**config.mk**
```make
export PLATFORM = sky130hd
export DESIGN_NAME = ps2_key_rx
export DESIGN_NICKNAME = d
export VERILOG_FILES = /design/src/rtl/ps2_key_rx.sv
export SDC_FILE = /design/constraint.sdc
export NUM_CORES = 1
export LEC_CHECK = 0
export BUFFER_PORTS_ARGS = -buffer_cell sky130_fd_sc_hd__buf_2
export CORE_MARGIN = 2
export CORE_UTILIZATION = 55
export DETAILED_ROUTE_END_ITERATION = 6
export GPL_TIMING_DRIVEN = 0
export PLACE_DENSITY_LB_ADDON = 0.2
export SLEW_MARGIN = 10
export SYNTH_ARGS = -nofsm -noshare
export SYNTH_HDL_FRONTEND = slang
export SYNTH_SLANG_ARGS = --single-unit
```
**constraint.sdc**
```tcl
create_clock -name iCLK_50 -period 3.8 [get_ports iCLK_50]
set_input_delay 0.57 -clock iCLK_50 [delete_from_list [all_inputs] [get_ports iCLK_50]]
set_output_delay 0.57 -clock iCLK_50 [all_outputs]
set_load 0.01 [all_outputs]
```
**src/rtl/ps2_key_rx.sv**
```systemverilog
// PS/2 keyboard receiver: synchronise and filter the lines, deframe 11-bit frames,
// fold E0/F0 prefixes into events, queue events in a FWFT FIFO, track arrow keys.
// Define PS2_PARITY_CHECK_EN to reject frames with bad odd parity.
module ps2_key_rx #(
    parameter int unsigned FILTER_LEN     = 8,
    parameter int unsigned TIMEOUT_CYCLES = 50000,
    parameter int unsigned FIFO_DEPTH     = 8
) (
    input  logic       iCLK_50,
    input  logic       iRST,
    input  logic       PS2_CLK,
    input  logic       PS2_DAT,
    output logic       ev_valid,
    input  logic       ev_ready,
    output logic [7:0] ev_code,
    output logic       ev_ext,
    output logic       ev_brk,
    output logic [3:0] key_held,
    output logic       frame_err,
    output logic       ovf
);
    localparam int unsigned TO_W = $clog2(TIMEOUT_CYCLES + 1);
    localparam int unsigned PW   = $clog2(FIFO_DEPTH);
    localparam int unsigned CW   = $clog2(FIFO_DEPTH + 1);

    typedef enum logic [1:0] {S_IDLE, S_RECV, S_CHECK} state_t;

    // Index 0 carries PS2_CLK, index 1 carries PS2_DAT.
    logic [1:0]      r_sync1, r_sync2, r_filt;
    logic [7:0]      r_fcnt [2];
    logic            r_clk_prev;
    logic            w_fall, w_bit;

    state_t          r_state, w_state_nxt;
    logic [3:0]      r_bitcnt;
    logic [TO_W-1:0] r_to_cnt;
    logic [9:0]      r_shift;
    logic            r_ext_pend, r_brk_pend;
    logic            w_err, w_push, w_set_ext, w_set_brk, w_clr_pend;
    logic            w_par_odd, w_par_ok;
    logic [9:0]      w_ev;

    logic [9:0]      r_mem [FIFO_DEPTH];
    logic [PW-1:0]   r_wr_ptr, r_rd_ptr;
    logic [CW-1:0]   r_count;
    logic            w_full, w_pop, w_wr;
    logic [9:0]      w_head;
    logic            r_frame_err, r_ovf;

    always_ff @(posedge iCLK_50) begin
        if (iRST) begin
            r_sync1    <= '1;
            r_sync2    <= '1;
            r_filt     <= '1;
            r_clk_prev <= 1'b1;
            for (int unsigned i = 0; i < 2; i++) r_fcnt[i] <= '0;
        end else begin
            r_sync1    <= {PS2_DAT, PS2_CLK};
            r_sync2    <= r_sync1;
            r_clk_prev <= r_filt[0];
            for (int unsigned i = 0; i < 2; i++) begin
                if (r_sync2[i] != r_filt[i]) begin
                    if (r_fcnt[i] == 8'(FILTER_LEN - 1)) begin
                        r_filt[i] <= r_sync2[i];
                        r_fcnt[i] <= '0;
                    end else begin
                        r_fcnt[i] <= r_fcnt[i] + 8'd1;
                    end
                end else begin
                    r_fcnt[i] <= '0;
                end
            end
        end
    end

    assign w_fall    = r_clk_prev & ~r_filt[0];
    assign w_bit     = r_filt[1];
    assign w_par_odd = ^r_shift[8:0];
`ifdef PS2_PARITY_CHECK_EN
    assign w_par_ok  = w_par_odd;
`else
    // Parity is still shifted in; it just never vetoes a frame.
    assign w_par_ok  = w_par_odd | 1'b1;
`endif
    assign w_ev = {r_ext_pend, r_brk_pend, r_shift[7:0]};

    always_comb begin
        w_state_nxt = r_state;
        w_err       = 1'b0;
        w_push      = 1'b0;
        w_set_ext   = 1'b0;
        w_set_brk   = 1'b0;
        w_clr_pend  = 1'b0;
        case (r_state)
            S_IDLE: if (w_fall && !w_bit) w_state_nxt = S_RECV;
            S_RECV: begin
                if (w_fall && r_bitcnt == 4'd9) begin
                    w_state_nxt = S_CHECK;
                end else if (!w_fall && r_to_cnt == TO_W'(TIMEOUT_CYCLES - 1)) begin
                    w_state_nxt = S_IDLE;
                    w_err       = 1'b1;
                end
            end
            S_CHECK: begin
                w_state_nxt = S_IDLE;
                if (!r_shift[9] || !w_par_ok) begin
                    w_err      = 1'b1;
                    w_clr_pend = 1'b1;
                end else if (r_shift[7:0] == 8'hE0) begin
                    w_set_ext = 1'b1;
                end else if (r_shift[7:0] == 8'hF0) begin
                    w_set_brk = 1'b1;
                end else begin
                    w_push     = 1'b1;
                    w_clr_pend = 1'b1;
                end
            end
            default: w_state_nxt = S_IDLE;
        endcase
    end

    always_ff @(posedge iCLK_50) begin
        if (iRST) begin
            r_state     <= S_IDLE;
            r_bitcnt    <= '0;
            r_to_cnt    <= '0;
            r_shift     <= '0;
            r_ext_pend  <= 1'b0;
            r_brk_pend  <= 1'b0;
            key_held    <= '0;
            r_frame_err <= 1'b0;
        end else begin
            r_state     <= w_state_nxt;
            r_frame_err <= w_err;
            if (r_state == S_RECV) begin
                if (w_fall) begin
                    r_shift  <= {w_bit, r_shift[9:1]};
                    r_bitcnt <= r_bitcnt + 4'd1;
                    r_to_cnt <= '0;
                end else begin
                    r_to_cnt <= r_to_cnt + TO_W'(1);
                end
            end else begin
                r_bitcnt <= '0;
                r_to_cnt <= '0;
            end
            if (w_clr_pend) begin
                r_ext_pend <= 1'b0;
                r_brk_pend <= 1'b0;
            end
            if (w_set_ext) r_ext_pend <= 1'b1;
            if (w_set_brk) r_brk_pend <= 1'b1;
            if (w_push && r_ext_pend) begin
                case (r_shift[7:0])
                    8'h75:   key_held[0] <= !r_brk_pend;
                    8'h72:   key_held[1] <= !r_brk_pend;
                    8'h6B:   key_held[2] <= !r_brk_pend;
                    8'h74:   key_held[3] <= !r_brk_pend;
                    default: ;
                endcase
            end
        end
    end

    assign ev_valid = (r_count != '0);
    assign w_full   = (r_count == CW'(FIFO_DEPTH));
    assign w_pop    = ev_valid && ev_ready;
    // A full FIFO still accepts a push when the head leaves in the same cycle.
    assign w_wr     = w_push && (!w_full || w_pop);

    always_ff @(posedge iCLK_50) begin
        if (iRST) begin
            r_wr_ptr <= '0;
            r_rd_ptr <= '0;
            r_count  <= '0;
            r_ovf    <= 1'b0;
        end else begin
            r_ovf <= w_push && w_full && !w_pop;
            if (w_wr) begin
                r_mem[r_wr_ptr] <= w_ev;
                r_wr_ptr        <= r_wr_ptr + PW'(1);
            end
            if (w_pop) r_rd_ptr <= r_rd_ptr + PW'(1);
            case ({w_wr, w_pop})
                2'b10:   r_count <= r_count + CW'(1);
                2'b01:   r_count <= r_count - CW'(1);
                default: ;
            endcase
        end
    end

    assign w_head    = r_mem[r_rd_ptr];
    assign ev_code   = ev_valid ? w_head[7:0] : '0;
    assign ev_brk    = ev_valid ? w_head[8]   : 1'b0;
    assign ev_ext    = ev_valid ? w_head[9]   : 1'b0;
    assign frame_err = r_frame_err;
    assign ovf       = r_ovf;
endmodule

```
## Word-level counts from Yosys, hierarchy flattened

Memory sizes are Yosys's and may differ from the RTL's. A register that Yosys moved wholly into a read port is not among the register bits.
Index checks and enable logic that the tools add are counted.
W data, S select, Z words.

| storage, ports and cells | value |
|---|---|
| bits in writable memories | 96 |
| bits of input ports | 5 |
| word-level logic and storage cells | 150 |
| register bits | 57 |
| memories | 2 |
| output and inout port bits | 17 |

Memory list:

| memory | words | bits a word | rd ports | clocked after Yosys merged registers in | wr ports | RTL line | text |
|---|---|---|---|---|---|---|---|
| r_mem | 8 | 10 | 1 | 1 | 1 | 43 | `logic [9:0] r_mem [FIFO_DEPTH];` |
| r_fcnt | 2 | 8 | 2 | 0 | 2 | 30 | `logic [7:0] r_fcnt [2];` |

| cells by class | value |
|---|---|
| bitwise gates (word level) | 9 |
| multiplexer cells | 63 |
| equality and inequality tests | 19 |
| add/subtract/negate cells | 8 |
| reductions and logical operators | 29 |

Operators by type and width:

| operator | count |
|---|---|
| $mux W8 | 7 |
| $mux W1 | 48 |
| $eq A8 B7 Y1 const B | 4 |
| $add A16 B1 Y16 const B | 1 |
| $add A8 B1 Y8 const B | 2 |
| $eq A16 B16 Y1 const B | 1 |
| $eq A8 B3 Y1 const B | 2 |
| $eq A8 B8 Y1 const B | 2 |
| $reduce_and A2 Y1 | 8 |
| $add A4 B1 Y4 const B | 2 |
| $eq A4 B4 Y1 const B | 2 |
| $logic_and A1 B1 Y1 | 8 |
| $pmux W4 S2 | 1 |
| $add A3 B1 Y3 const B | 2 |
| $mux W2 | 3 |
| $mux W3 | 2 |
| $or A1 B1 Y1 | 6 |
| $reduce_bool A2 Y1 | 3 |
| $logic_not A1 Y1 | 5 |
| $eq A2 B1 Y1 const B | 2 |
| $eq A2 B2 Y1 const B | 2 |
| $pmux W2 S2 | 1 |
| $reduce_bool A4 Y1 | 1 |
| $sub A4 B1 Y4 const B | 1 |
| other kinds (10) | 12 |

## Depth between registers and ports, before layout

Gate-level depths: netlist (run 1).

| depth | value |
|---|---|
| depth in word-level cells | 9 |
| gate-level depth with buffers | 10 |
| depth with buffers taken out | 10 |

## Least setup slack after synthesis (run 1)

No wires, ideal clock.

| timing | value |
|---|---|
| path kind | register to register |
| from | register r_state[0] |
| to | memory r_mem[4][0], enable pin |
| library setup time | 404 ps |
| stages on the path, launching flop included | 8 |
| path buffers | 0 |
| clock period less this slack | 2790 ps |
| required time | 3396 ps |
| arrival time | 2386 ps |
| path slack | 1010 ps |
| path through | dfxtp_1 -> inv_1 -> ha_1 -> and2_1 -> a21boi_4 -> and2_1 -> nand2_1 -> nor4_1 |

| between the ends | value |
|---|---|
| word-level cells in the longest chain between the ends | 6 |

RTL lines:

| element | RTL line | text |
|---|---|---|
| from (decl) | 34 | `state_t r_state, w_state_nxt;` |
| from (signal assigned) | 133 | `r_state <= w_state_nxt;` |
| $eq A2 B2 Y1 | 94 | `case (r_state)` |
| $mux W1 | 94 |  |
| $logic_and A1 B1 Y1 | 169 | `assign w_wr = w_push && (!w_full \|\| w_pop);` |
| $mux W1 | 179 | `if (w_wr) begin` |
| $mux W1 | 172 | `if (iRST) begin` |
| $mux W1 (implied by the code) | 180 | `r_mem[r_wr_ptr] <= w_ev;` |
| to (decl) | 43 |  |

Every way passes these cells.

## Worst setup path after layout (run 1)

| timing | value |
|---|---|
| from | register r_state[0] |
| to | memory r_mem[4][1], enable pin |

The elaborated chain is that of the path after synthesis.

==> results of run 1 <==
cell type report:
cell class / instances / area, um2 / share of cell area
buffer: 17 / 66.3 / 0.00895
sequential: 156 / 4080 / 0.551
timing repair buffer: 24 / 128 / 0.0172
multi-input combinational: 325 / 2340 / 0.316
clock buffer: 17 / 425 / 0.0574
tap: 143 / 179 / 0.0241
clock inverter: 15 / 149 / 0.0201
inverter: 10 / 37.5 / 0.00506
sequential cells by signal, summed over array words and instances, names as in the netlist, named ones only:
signal,flops
ovf,1
r_count,4
r_wr_ptr,3
key_held,4
r_sync2,2
r_bitcnt,4
r_shift,10
r_brk_pend,1
r_sync1,2
r_ext_pend,1
r_to_cnt,16
r_clk_prev,1
r_filt,2
r_mem,80
r_state,2
r_fcnt,16
r_rd_ptr,3
frame_err,1
worst max-delay path by stage:
stage	from	endpoint	slack [ns]
after floorplan	r_state[0]	r_mem[4][0]	1.01
after global placement	r_state[0]	r_mem[4][5]	-0.17
after detailed placement	r_state[0]	r_mem[4][5]	0.92
after CTS	r_state[0]	r_mem[4][4]	0.90
after global routing	r_state[0]	r_mem[7][1]	0.78
final	r_state[0]	r_mem[4][1]	0.96
cells by family after synthesis:
logic type	synth area share
AOI/OAI and AO/OA	0.0304
xor gates and xnor gates	0.0502
adders and majority gates	0.0213
buffers and inverters	0.0161
DFF	0.633
muxes	0.100
other	0.000581
and+or+nand+nor	0.148
critical path, cell delays in order (launching register included):
cell      delay [ns]
dfxtp_1         0.32
inv_1           0.09
ha_1            0.27
and2_1          0.22
a21boi_4        0.31
and2_1          0.27
nand2_1         0.14
nor4_2          0.62
buf_4           0.30
cell usage in the layout (no fill, tap or decap), types with 5 or more instances in the layout:
| cell | count |
|---|---|
| edfxtp_1 | 96 |
| nor2_1 | 67 |
| dfxtp_1 | 60 |
| nand2_1 | 36 |
| nand3_1 | 29 |
| xor2_1 | 26 |
| buf_2 | 23 |
| mux4_2 | 20 |
| mux2i_1 | 17 |
| a21oi_1 | 17 |
| clkbuf_16 | 17 |
| conb_1 | 16 |
| clkbuf_1 | 14 |
| xnor2_1 | 11 |
| ha_1 | 11 |
| and3_1 | 9 |
| inv_1 | 9 |
| or2_1 | 7 |
| nand4_1 | 5 |
through the flow:
step | setup WS (ns) | total power [W]
global route | 0.779 | 0.00414
finish | 0.959 | 0.00399
floorplan | 1.01 | 0.00227
global placement | -0.166 | 0.00239
detailed placement | 0.916 | 0.00240
CTS | 0.897 | 0.00403
routing by layer:
metal  vias to the layer above  share of wire
met5                         -              0
met3                         6          0.030
met1                      1908           0.45
met4                         0         0.0082
li1                       1892              -
met2                        55           0.51
report_power, final:
group | internal [W] | switching (W) | leakage, nW
logic | 0.000247 | 0.000272 | 0.871
clock network | 0.000963 | 0.000666 | 0.273
registers | 0.00181 | 0.0000286 | 1.39
==> reports/metrics.csv, run 1 <==
metric;value;unit
status;complete, no violations;
element type at the critical path end;register;
hold path depth;2;
Clock Skews;0.00600;ns
register area share after synthesis;0.633;
GR Util met3;0.0437;
Wirelength per Cell;16.0;um
Worst Hold End;r_sync1[1];
Rows;39;
initial antenna violation count;0;
Finished Layout Cells;707;
CP Launch Type;register;
Starting Density;0.565;
crit path time final;2.84;ns
Main synth FF type;edfxtp_1;
count leader, synth;edfxtp_1;
post-synthesis register bit count;156;
HP Start;PS2_DAT;
HPWL after DPL;7.84;mm
leakage power total;2.53;nW
Yosys top cell by area;edfxtp_1;
Setup TNS;0;ns
final hold vios;0;
HP Class;in2reg;
Worst R2R Path Depth;8;
ANT cells;0;
Total Wirelength;11.3;mm
worst vdd ir;0.402;mV
Die Ht;112;um
EDFF count, synth;96;
WP data required;3.92;ns
crit path kind;reg2reg;
post_cts resized;0;
H-tree depth;4;
Clock Sink Count;156;
r2r endpoint;r_mem[4][1];
CTS clk-pin slew, worst paths;0.06;ns
R2R Setup Slk;0.96;ns
area post-placement;0.00684;mm2
global-route met2 utilization;0.338;
post-synthesis cell count;493;
Max Freq;352;MHz
I/O pins;22;
vias in the first global route;3898;
global-route wire length before repair;18.8;mm
Slew @ Worst Pin;1.06;ns
period utilization;0.748;
total grt overflow;0;
placed insts;675;
Layout area overhead;14.9;%
Netlist cell types;50;
Synth Warn #;0;
Netlist Area Pre-Place;0.00645;mm2
Avg Cell Area, Syn;13.1;um2
synth cell count leaders;96 x edfxtp_1, 67 x nor2_1, 60 x dfxtp_1;
CTS tree;done;
top cells by area, synth;edfxtp_1 45%, dfxtp_1 19%, mux4_2 7.0%;
layout cells sized above 1;0.156;
Die Area;0.0126;mm2
Post-CTS Setup Inserts;0;
Vias;3861;
die span in x;112;um
Max Cap Viol;0;
area share of the largest cell type after synthesis;0.447;
CTS root buf;clkbuf_16;
Crit Path Max Fanout;8;
final net count;567;
count of buffers from port buffering;21;
largest net degree at the start of global routing;17;
Core Box Area;0.0114;mm2
CP Data Arrival Time;2.96;ns
final setup vio count;0;
Synth async-reset ratio;0;
routing usage on met1;0.234;
Detailed Routing Iterations Pass 1;4;
Max Buffers Root-to-Sink;2;
drt first-iter violations;185;
Final Cell Area;0.00741;mm2
latest clock arrival within the worst-skew pair;0.42;ns
hold-fix buffer count after cts;0;
GPL Wtd Cong;0.796;
Vias/cell;5.46;
Reg-to-Reg Start;r_state[0];
Pins Over Slew Limit;0;
GRT Total Usage;0.194;
Filler Cell Count;876;
hold_ws;0.323;ns
Pwr Density;538;mW/mm2
drt drc;0;
number of routed nets with antenna violations;0;
core occupancy in the finished layout;0.649;
RSZ-0062 raised after global routing;false;
Num CTS Buffers;17;
grt peak-use layer;met2;
Max-slew headroom;0.292;
Power figures use the tool's default switching activity.
==> inputs of run 2 (changes only) <==
==> constraint.sdc (replaced) <==
create_clock -name iCLK_50 -period 2.4 [get_ports iCLK_50]
set_input_delay 0.36 -clock iCLK_50 [delete_from_list [all_inputs] [get_ports iCLK_50]]
set_output_delay 0.36 -clock iCLK_50 [all_outputs]
set_load 0.01 [all_outputs]
==> reports/metrics.csv, run 2 (synthesized netlist as in run 1, its figures left out) <==
metric;value;unit;change
core occupancy in the finished layout;0.665;;+0.0155
vias in the first global route;3992;;+2.4%
layout cells sized above 1;0.187;;+0.0309
final net count;571;;+0.71%
CTS tree;done;;
Max Cap Viol;0;;unchanged
Internal;0.00505;W;+67%
ANT cells;0;;unchanged
Total Wirelength;11.7;mm;+3.9%
RSZ-0062 raised after global routing;true;;
GRT Total Usage;0.206;;+0.0116
clock network power share;0.417;;+0.008
drt drc;0;;unchanged
status;complete, no violations;;
count of buffers from port buffering;21;;unchanged
Seq pwr share;0.446;;-0.015
CP Data Arrival Time;1.89;ns;-1.07 ns
die span in x;112;um;unchanged
number of flip-flops in the largest register;80;;unchanged
Tot Pwr;0.00656;W;+64%
r2r endpoint;r_count[2];;
Reg-to-Reg Start;r_state[0];;
HP Class;in2reg;;
WP data required;2.04;ns;-1.88 ns
final setup vio count;0;;unchanged
Pins Over Slew Limit;0;;unchanged
Biggest register;r_mem;;
hold_ws;0.115;ns;-0.208 ns
element type at the critical path end;output pin;;
Crit Path Max Fanout;10;;+2
Slew @ Worst Pin;0.799;ns;-0.259 ns
Vias/cell;5.46;;about the same
hold-fix buffer count after cts;0;;unchanged
total grt overflow;0;;unchanged
hold path depth;2;;unchanged
Max Buffers Root-to-Sink;2;;unchanged
crit path time final;2.25;ns;
Switching Share;0.230;;-0.0120
Vias;3877;;+0.41%
most frequent cells in the layout;96 x edfxtp_1, 63 x nor2_1, 55 x dfxtp_1;;
Die Ht;112;um;unchanged
Starting Density;0.565;;unchanged
R2R Setup Slk;0.16;ns;-0.80 ns
period utilization;0.936;;
Core Box Area;0.0114;mm2;unchanged
HPWL after DPL;7.78;mm;-0.83%
Die Area;0.0126;mm2;unchanged
FF/Latch Area;0.00409;mm2;+0.15%
Wirelength per Cell;16.5;um;+3.5%
largest net degree at the start of global routing;17;;unchanged
final hold vios;0;;unchanged
Max Freq;445;MHz;
CTS clk-pin slew, worst paths;0.06;ns;about the same
drt first-iter violations;207;;+12%
combinational share of power;0.137;;+0.007
met3 wire length;536;um;+56%
global-route wire length before repair;19.8;mm;+5.6%
Layout area overhead;17.6;%;
P_sw;0.00151;W;+56%
Largest regs;r_mem x80, r_fcnt x16, r_to_cnt x16;;
Filler Cell Count;825;;-5.8%
number of routed nets with antenna violations;0;;unchanged
uppermost layer routed;met4;;
crit path kind;reg2out;;
Worst R2R Path Depth;11;;+3
Max-slew headroom;0.468;;+0.175
CP Launch Type;register;;
Pwr Density;864;mW/mm2;+61%
Clock Sink Count;156;;unchanged
met2 WL;5.95;mm;+2.9%
Rows;39;;unchanged
Multi-input gate area;0.00240;mm2;+2.2%
Num CTS Buffers;17;;unchanged
leakage power total;2.60;nW;+2.6%
I/O pins;22;;unchanged
GPL Wtd Cong;0.812;;+2.0%
WL met1;5.03;mm;-1.0%
commonest non-fill, non-tap cell in the layout;edfxtp_1;;
Detailed Routing Iterations Pass 1;4;;unchanged
Clock Skews;0.00753;ns;+0.00153 ns
worst vdd ir;0.675;mV;+68%
H-tree depth;4;;unchanged
Worst Hold End;r_sync1[0];;
latest clock arrival within the worst-skew pair;0.42;ns;about the same
HP Start;PS2_CLK;;
initial antenna violation count;0;;unchanged
CTS root buf;clkbuf_16;;
run 2: layout make-up:
class,instances,share of cell area
flip-flops and latches,156,0.539
multi-input cells,325,0.316
clock buffers,19,0.0570
repair buffers,29,0.0251
well taps,143,0.0236
clock inverters,12,0.0228
plain buffers,16,0.0119
inverters,10,0.00495
run 2: power groups by stage:
stage          Clock (W)  Combinational (W)  Sequential, W
2_1_floorplan          0           0.000632        0.00296
3_3_place_gp           0           0.000819        0.00297
3_5_place_dp           0           0.000838        0.00297
4_1_cts          0.00277           0.000853        0.00292
5_1_grt          0.00290           0.000982        0.00293
6_report         0.00273           0.000897        0.00293
run 2: how the worst max path moves through the flow:
stage / start / end / slack (ns) / depth (start not counted)
6_report: register / ev_code[6] / 0.15 / 5
5_1_grt: r_state[0] / r_count[2] / -0.009 / 11
4_1_cts: r_count[0] / r_count[2] / 0.008 / 9
3_5_place_dp: r_state[0] / r_mem[6][5] / -0.43 / 7
3_3_place_gp: r_state[0] / r_mem[4][5] / -0.65 / 7
2_1_floorplan: r_state[0] / r_mem[4][0] / 0.02 / 7
run 2: routing by layer:
| metal | global-route usage | vias to the layer above |
|---|---|---|
| met1 | 0.255 | 1875 |
| met4 | 0.0805 | 0 |
| met3 | 0.0518 | 18 |
| met5 | 0 | - |
| met2 | 0.349 | 75 |
| li1 | - | 1909 |
run 2: metrics by stage:
| step | worst slack [ns] | TNS, ns | cell area (um2) | std cells |
|---|---|---|---|---|
| finish | 0.154 | 0 | 7590 | 710 |
| global route | -0.00867 | -0.00867 | 7590 | 710 |
| CTS | 0.00761 | 0 | 7550 | 709 |
| detailed placement | -0.433 | -18.77 | 6840 | 674 |
| global placement | -0.649 | -32.30 | 6810 | 672 |
| floorplan | 0.0230 | 0 | 6520 | 508 |
run 2: timing repair:
action / CTS / global route
gates cloned: 0 / 0
resized for setup: 13 / 14
pin swaps: 2 / 3
endpoints found under the setup margin: 60 / 32
setup buffers: 5 / 1
run 2: critical path: stages, from the launching register on:
cell and delay, ns:
dfxtp_2 0.37, buf_8 0.17, mux4_2 0.50, mux2i_1 0.21, nor2_1 0.07, buf_2 0.14
